**config.mk**
```make
export PLATFORM = sky130hd
export DESIGN_NAME = mem_io_ctrl_flat
export DESIGN_NICKNAME = d
export VERILOG_FILES = /design/src/rtl/mem_io_ctrl_if.sv /design/src/rtl/mem_io_ctrl.sv /design/src/flat_wrapper.sv
export SDC_FILE = /design/constraint.sdc
export NUM_CORES = 1
export LEC_CHECK = 0
export ABC_AREA = 1
export BUFFER_PORTS_ARGS = -buffer_cell sky130_fd_sc_hd__buf_4
export CAP_MARGIN = 40
export CORE_ASPECT_RATIO = 1.75
export CORE_UTILIZATION = 30
export DETAILED_ROUTE_END_ITERATION = 10
export GPL_TIMING_DRIVEN = 0
export PLACE_DENSITY = 0.55
export SYNTH_ARGS = -nofsm -noshare
export SYNTH_HDL_FRONTEND = slang
export SYNTH_SLANG_ARGS = --single-unit
```
**constraint.sdc**
```tcl
create_clock -name clk -period 1.6 [get_ports clk]
set_input_delay 0 -clock clk [delete_from_list [all_inputs] [get_ports clk]]
set_output_delay 0 -clock clk [all_outputs]
set_load 0.01 [all_outputs]
```
**src/rtl/mem_io_ctrl_if.sv**
```systemverilog
// CPU-side memory/I-O bus between the processor core and mem_io_ctrl.
// Ports: mem_cmd/mem_addr/write_data from the CPU; read_data/mem_ready back from the controller.
// The master modport is the CPU side. The slave modport is the controller side.
interface mem_io_ctrl_if;
  logic [1:0]  mem_cmd;     // 00 NONE, 01 READ, 10 WRITE, 11 reserved
  logic [8:0]  mem_addr;
  logic [15:0] write_data;
  logic [15:0] read_data;
  logic        mem_ready;

  modport master (output mem_cmd, mem_addr, write_data, input read_data, mem_ready);
  modport slave  (input mem_cmd, mem_addr, write_data, output read_data, mem_ready);
endinterface

```
**src/rtl/mem_io_ctrl.sv**
```systemverilog
// Memory/I-O bus controller: decodes CPU accesses to the 256x16 RAM, the LED register or the switch port.
// Latency: a RAM read takes 3 edges from command to ready; every other access takes 2 edges.
// Backpressure: the CPU holds its command until the one-cycle mem_ready pulse; a command present in DONE is ignored.
// Ports: clk, reset_n (async active-low), bus (slave side), RAM port (ram_addr/ram_write/ram_din/ram_dout),
//        sw_in (async switches), halt_in, and ledr ([7:0] LED reg, [8] halt latch, [9] bus error latch).
module mem_io_ctrl #(
  parameter int          RAM_AW   = 8,
  parameter logic [8:0]  LED_ADDR = 9'h100,
  parameter logic [8:0]  SW_ADDR  = 9'h140
) (
  input  logic              clk,
  input  logic              reset_n,
  mem_io_ctrl_if.slave      bus,
  output logic [RAM_AW-1:0] ram_addr,
  output logic              ram_write,
  output logic [15:0]       ram_din,
  input  logic [15:0]       ram_dout,
  input  logic [7:0]        sw_in,
  input  logic              halt_in,
  output logic [9:0]        ledr
);

  localparam logic [1:0] CMD_READ  = 2'b01;
  localparam logic [1:0] CMD_WRITE = 2'b10;

  typedef enum logic [1:0] {IDLE = 2'd0, RD_RAM = 2'd1, DONE = 2'd2} state_t;

  state_t      r_state;
  state_t      w_next;
  logic [15:0] r_read_data;
  logic [7:0]  r_led;
  logic        r_halt;
  logic        r_err;
  logic [7:0]  r_sw_meta;
  logic [7:0]  r_sw_sync;

  logic w_is_ram, w_is_led, w_is_sw;
  logic w_rd, w_wr;
  logic w_mem_ready;

  // Address decode and command qualification; they are only acted on in IDLE.
  assign w_is_ram = ~bus.mem_addr[8];
  assign w_is_led = (bus.mem_addr == LED_ADDR);
  assign w_is_sw  = (bus.mem_addr == SW_ADDR);
  assign w_rd     = (r_state == IDLE) && (bus.mem_cmd == CMD_READ);
  assign w_wr     = (r_state == IDLE) && (bus.mem_cmd == CMD_WRITE);

  // The RAM address and data follow the CPU bus directly.
  assign ram_addr = bus.mem_addr[RAM_AW-1:0];
  assign ram_din  = bus.write_data;

  // FSM: state register
  always_ff @(posedge clk or negedge reset_n) begin
    if (!reset_n) r_state <= IDLE;
    else          r_state <= w_next;
  end

  // FSM: next-state logic
  always_comb begin
    w_next = r_state;
    case (r_state)
      IDLE: begin
        if (w_rd && w_is_ram) w_next = RD_RAM;
        else if (w_rd || w_wr) w_next = DONE;
      end
      RD_RAM:  w_next = DONE;
      DONE:    w_next = IDLE;
      default: w_next = IDLE;
    endcase
  end

  // FSM: outputs. A RAM write strobes for the single IDLE cycle of the access only.
  always_comb begin
    ram_write   = 1'b0;
    w_mem_ready = 1'b0;
    case (r_state)
      IDLE:    ram_write   = w_wr && w_is_ram;
      DONE:    w_mem_ready = 1'b1;
      default: ;
    endcase
  end

  // Datapath: read return, LED register, sticky latches, and the switch synchronizer.
  always_ff @(posedge clk or negedge reset_n) begin
    if (!reset_n) begin
      r_read_data <= '0;
      r_led       <= '0;
      r_halt      <= 1'b0;
      r_err       <= 1'b0;
      r_sw_meta   <= '0;
      r_sw_sync   <= '0;
    end else begin
      r_sw_meta <= sw_in;
      r_sw_sync <= r_sw_meta;
      if (halt_in) r_halt <= 1'b1;

      if (r_state == RD_RAM) r_read_data <= ram_dout;

      if (w_rd && !w_is_ram) begin
        if (w_is_led)     r_read_data <= {8'h00, r_led};
        else if (w_is_sw) r_read_data <= {8'h00, r_sw_sync};
        else begin
          r_read_data <= '0;
          r_err       <= 1'b1;
        end
      end

      // The switch port is read-only, so a write to it counts as a bus error like an unmapped write.
      if (w_wr && !w_is_ram) begin
        if (w_is_led) r_led <= bus.write_data[7:0];
        else          r_err <= 1'b1;
      end
    end
  end

  assign bus.read_data = r_read_data;
  assign bus.mem_ready = w_mem_ready;
  assign ledr          = {r_err, r_halt, r_led};

endmodule
```
**src/flat_wrapper.sv**
```systemverilog
// flat-port wrapper written by rule: the top's interface ports become plain ports
module mem_io_ctrl_flat 
#(
  parameter int          RAM_AW   = 8,
  parameter logic [8:0]  LED_ADDR = 9'h100,
  parameter logic [8:0]  SW_ADDR  = 9'h140
)
  (clk, reset_n, ram_addr, ram_write, ram_din, ram_dout, sw_in, halt_in, ledr, bus_mem_cmd, bus_mem_addr, bus_write_data, bus_read_data, bus_mem_ready);
  mem_io_ctrl_if bus_i ();
  input  logic clk;
  input  logic reset_n;
  output logic [RAM_AW-1:0] ram_addr;
  output logic ram_write;
  output logic [15:0] ram_din;
  input  logic [15:0] ram_dout;
  input  logic [7:0] sw_in;
  input  logic halt_in;
  output logic [9:0] ledr;
  input wire logic [$bits(bus_i.mem_cmd)-1:0] bus_mem_cmd;
  input wire logic [$bits(bus_i.mem_addr)-1:0] bus_mem_addr;
  input wire logic [$bits(bus_i.write_data)-1:0] bus_write_data;
  output wire logic [$bits(bus_i.read_data)-1:0] bus_read_data;
  output wire logic [$bits(bus_i.mem_ready)-1:0] bus_mem_ready;
  assign bus_i.mem_cmd = bus_mem_cmd;
  assign bus_i.mem_addr = bus_mem_addr;
  assign bus_i.write_data = bus_write_data;
  assign bus_read_data = bus_i.read_data;
  assign bus_mem_ready = bus_i.mem_ready;
  mem_io_ctrl #(.RAM_AW(RAM_AW), .LED_ADDR(LED_ADDR), .SW_ADDR(SW_ADDR)) u_core (.clk(clk), .reset_n(reset_n), .bus(bus_i), .ram_addr(ram_addr), .ram_write(ram_write), .ram_din(ram_din), .ram_dout(ram_dout), .sw_in(sw_in), .halt_in(halt_in), .ledr(ledr));
endmodule
```
After elaboration in Yosys (flattened, before gate mapping)
Index checks and enable logic that the tools add are counted.
{ "totals": {"register_bits": 44, "latch_bits": 0, "ramBits": 0, "rom_bits": 0, "input_bits": 54, "output_inout_bits": 52, "elab_cells": 39, "n_memories": 0} }
{ "op_classes": {"n_addsub": 0, "multipliers": 0, "div_mod_pow": 0, "magnitude_cmp": 0, "n_eq_ne": 7, "shift": 0, "muxes": 14, "n_bitwise": 1, "n_reduce_logical": 10} }
{ "ops": {"columns": ["cell", "n"], "rows": [
  ["2-to-1 mux 16 bit", 3],
  ["== test 9 bit, second input constant", 2],
  ["2-to-1 mux 8 bit", 1],
  ["2-to-1 mux 1 bit", 7],
  ["logical AND 1 bit", 6],
  ["== test 2 x 1 -> 1 bit, second input constant", 2],
  ["== test 2 bit, second input constant", 2],
  ["2-to-1 mux 2 bit", 2],
  ["one-hot mux 2 bit (2 select lines)", 1],
  ["!= test 3 bit, second input constant", 1],
  ["zero test 2 bit", 1],
  ["AND reduction 2 bit", 1],
  ["nonzero test 2 bit", 1],
  ["logical OR 1 bit", 1],
  ["NOT 1 bit", 1]
]} }

Logic depth before layout (Yosys ltp)
{ "depth": {"ltp_word": 6, "mapped_depth": 9, "mapped_depth_nobuf": 9} }

Least setup slack after synthesis
OpenSTA, ideal clock, no wires.
{ "synth_timing": {"path_type": "register to register", "startpoint": "reg u_core.r_state[1]", "endpoint": "reg u_core.r_led[5]", "setup_time_ns": 0.117, "arrival_ns": 1.136, "slack_ns": 0.348, "path_stages_with_launch": 8, "n_path_buf": 1, "path_cell_list": "dfrtp_1 -> inv_2 -> nand2_1 -> nor3_2 -> nand3_2 -> buf_6 -> nand2_2 -> o21ai_2"} }
{ "synth_between": {"elab_chain_len": 4} }
{ "synth_lines": {"columns": ["element", "line", "source"], "rows": [
  ["start: declaration", "mem_io_ctrl.sv:28", "state_t r_state;"],
  ["start signal: assignment", "mem_io_ctrl.sv:55", "else r_state <= w_next;"],
  ["zero test 2 bit", "mem_io_ctrl.sv:46", "assign w_wr = (r_state == IDLE) && (bus.mem_cmd == CMD_WRITE);"],
  ["logical AND 1 bit", "mem_io_ctrl.sv:46", null],
  ["logical AND 1 bit", "mem_io_ctrl.sv:109", "if (w_wr && !w_is_ram) begin"],
  ["AND reduction 2 bit (no line)", null, null],
  ["end signal: assignment", "mem_io_ctrl.sv:110", "if (w_is_led) r_led <= bus.write_data[7:0];"],
  ["end: declaration", "mem_io_ctrl.sv:31", "logic [7:0] r_led;"]
]} }
No other way between the ends.
A chain may end at the register's enable or synchronous reset.

Worst setup path in the final report
{ "layout_timing": {"startpoint": "reg u_core.r_state[1]", "endpoint": "reg u_core.r_led[6]"} }
The elaborated chain is that of the path after synthesis.

==> flow_summary.json <==
{
  "drv_cap": 0,
  "p_total_uw": 3110,
  "ys.warnings.count": 0,
  "final_cell_area_um2": 3320,
  "cts-root-buf": "clkbuf_16",
  "cp.arrival_ns": 1.60,
  "synthCells": 243,
  "initial_core_util_pct": 31.0,
  "pwr-share-clk_pct": 32.9,
  "syn_to_final_growth_pct": 54.8,
  "die_x_um": 65.9,
  "synth.yosys.seq_area_share_pct": 51.4,
  "drt-vias-per-instance": 4.19,
  "grt-ovfl-total": 0,
  "drive_above_1_share_pct": 44.1,
  "cp.buffers_inverters": 2,
  "max_freq_mhz": 702,
  "hold_viol": 0,
  "critPathCaptureType": "flop",
  "grt_max_degree": 45,
  "synth_area_um2": 2140,
  "fin_util_pct": 48.0,
  "dp_hpwl_um": 3840,
  "detail_route.wl_per_cell_um": 11.5,
  "drtIter0Drc": 37,
  "placed_area_um2": 2980,
  "multi_input_area_um2": 676,
  "reg2reg_to": "u_core.r_led[6]",
  "maxSlewViolCount": 0,
  "crit_path_max_fanout": 10,
  "vdd_drop_max_v": 0.000929,
  "crit_path_cell_trace": "inv_2 -> nand2_1 -> nor3_2 -> nand3_2 -> buf_6 -> nand2_2 -> o21ai_2",
  "worst-setup-path-type": "reg -> reg",
  "skew_ns": 0.0101,
  "die_h_um": 114,
  "p_sw_uw": 828,
  "yosysTopAreaCell": "dfrtp_1",
  "final_cell_mix": "buf_4 (124), nand2_1 (74), dfrtp_1 (44)",
  "rsz0062_at_grt": "false",
  "pwr_density_cell_nw_per_um2": 937,
  "clkSinkCount": 44,
  "port_buffers": 97,
  "hold_ws_ns": 0.00134,
  "die_area_um2": 7500,
  "worst_path_max_delay_cell": "dfrtp_1",
  "rrSetupSlack_ns": 0.18,
  "intPower_uw": 2280,
  "num_rows": 40,
  "route.detailed.drc": 0,
  "final_common_cell": "buf_4",
  "syn-num-nets": 297,
  "min_path_cells": 3,
  "ctsLongestPathBuffers": 2,
  "wl_um": 5200,
  "drt.antenna.violating_nets": 0,
  "start_kind": "flop",
  "fin_crit_sh_pct": 89.0,
  "avgSynthCellArea_um2": 8.82,
  "reg2reg_from": "u_core.r_state[1]",
  "ios": 106,
  "seq_power_share_pct": 42.8,
  "hold_path.class": "in -> reg",
  "outcome": "finished, final reports clean",
  "antenna_cells": 0,
  "slew_headroom_pct": 62.8,
  "core-area_um2": 6910,
  "finalSetupViolations": 0,
  "reg2reg_depth": 7,
  "p_comb_share_pct": 24.4,
  "antenna_found_initial": 0,
  "synth_area_leaders": "dfrtp_1 (51%), nand2_1 (13%), buf_4 (9.5%)",
  "synth.distinct_cells": 21,
  "postCtsSetupBuffers": 0,
  "period_minus_slack_ns": 1.42,
  "tightest_slew_ns": 0.558,
  "seq_area_um2": 1100,
  "required_ns": 1.78,
  "fillerInstances": 721,
  "globalRouteTotalUtil_pct": 14.5,
  "clkLatencyLatePin_ns": 0.28,
  "cts_max_level": 2,
  "dr_total_vias": 1890,
  "holdPathEnd": "u_core.r_led[2]",
  "crit_family": "simple AND/OR/NAND/NOR gates",
  "sw_frac_of_total_pct": 26.6,
  "power_leakage_uw": 0.00179,
  "firstDrtPassIters": 4,
  "crit_path_max_incr_delay_ns": 0.41,
  "gp_congestion": 0.752,
  "synth_largest_type_area_fraction_pct": 51.4,
  "cts_tree": "built",
  "synth_seq_cells": 44,
  "path_clk_slew_ns": 0.06,
  "final_nets": 420,
  "grt_pass1_vias": 1815,
  "hold_start": "bus_write_data[2]",
  "grt_pass1_wl_um": 8230,
  "timing.setup.tns_ns": 0,
  "cts_buffers": 5
}
[per-layer routing]
metal / vias up / track usage (%) / wire length (um)
met2: 53 / 26.9 / 3020
met5: - / 0 / 0
met1: 868 / 15.6 / 1880
met4: 0 / 4.78 / 77
li1: 964 / - / -
met3: 5 / 3.20 / 234
[logic make-up after synthesis]
logic type / synth area share, %
AO/OA/AOI/OAI: 5.95
buffers and inverters: 17.1
flip-flops: 51.4
AND/OR/NAND/NOR: 25.6
[power by group through the flow]
stage / registers (uW) / logic [uW] / clock network, uW
2_1_floorplan: 1390 / 277 / 0
3_3_place_gp: 1340 / 728 / 0
3_5_place_dp: 1350 / 732 / 0
4_1_cts: 1330 / 772 / 1040
5_1_grt: 1350 / 841 / 1100
6_report: 1330 / 758 / 1020
[metrics by stage]
stage | worst slack [ns] | instances
final | 0.176 | 451
after global routing | 0.0552 | 451
after CTS | 0.139 | 451
after detailed placement | 0.154 | 424
after global placement | 0.140 | 424
after floorplan | 0.348 | 243
[cell type report]
class,instances,share of cell area (%)
flip-flops and latches,44,33.2
repair buffers,116,27.7
multi-input cells,134,20.4
plain buffers,30,6.94
clock buffers,7,4.30
inverters,35,4.11
well taps,84,3.17
clock inverters,1,0.226
[flip-flops by register name, summed over array words and instances, names as in the netlist]
signal / count
u_core.bus.read_data: 16
u_core.r_err: 1
u_core.r_halt: 1
u_core.r_led: 8
u_core.r_state: 2
u_core.r_sw_meta: 8
u_core.r_sw_sync: 8
[worst reg2reg max path, cell delays in order, from the launching register on]
cell and delay, ns:
dfrtp_1 0.41, inv_2 0.11, nand2_1 0.09, nor3_2 0.19
nand3_2 0.20, buf_6 0.21, nand2_2 0.06, o21ai_2 0.05
[how the worst max path moves through the flow]
stage / cells after the start / from / end / slack, ns
4_1_cts: 7 / u_core.r_state[1] / u_core.r_led[5] / 0.14
2_1_floorplan: 7 / u_core.r_state[1] / u_core.r_led[5] / 0.35
6_report: 7 / u_core.r_state[1] / u_core.r_led[6] / 0.18
3_3_place_gp: 7 / u_core.r_state[1] / u_core.r_led[6] / 0.14
5_1_grt: 7 / u_core.r_state[1] / u_core.r_led[6] / 0.06
3_5_place_dp: 7 / u_core.r_state[1] / u_core.r_led[5] / 0.15
[cells in the mapped netlist]
cell type,n
nor2_4,4
inv_6,1
buf_6,2
inv_1,27
buf_2,1
clkinv_1,1
nand3_4,1
o21ai_2,10
nor2_8,1
nor4_1,1
nor3_2,1
nand2_1,74
nand3_2,1
nand3_1,24
buf_4,27
o21ai_0,8
nor2_1,6
nand2_2,2
inv_2,6
or2_2,1
dfrtp_1,44
[timing repair]
item / in CTS / in global routing
hold buffers: 19 / 0
endpoints found under the hold margin: 62 / 0
endpoints found under the setup margin: 0 / 0
gates resized for setup: 0 / 0
No activity file was read; power rests on OpenSTA's default activity.
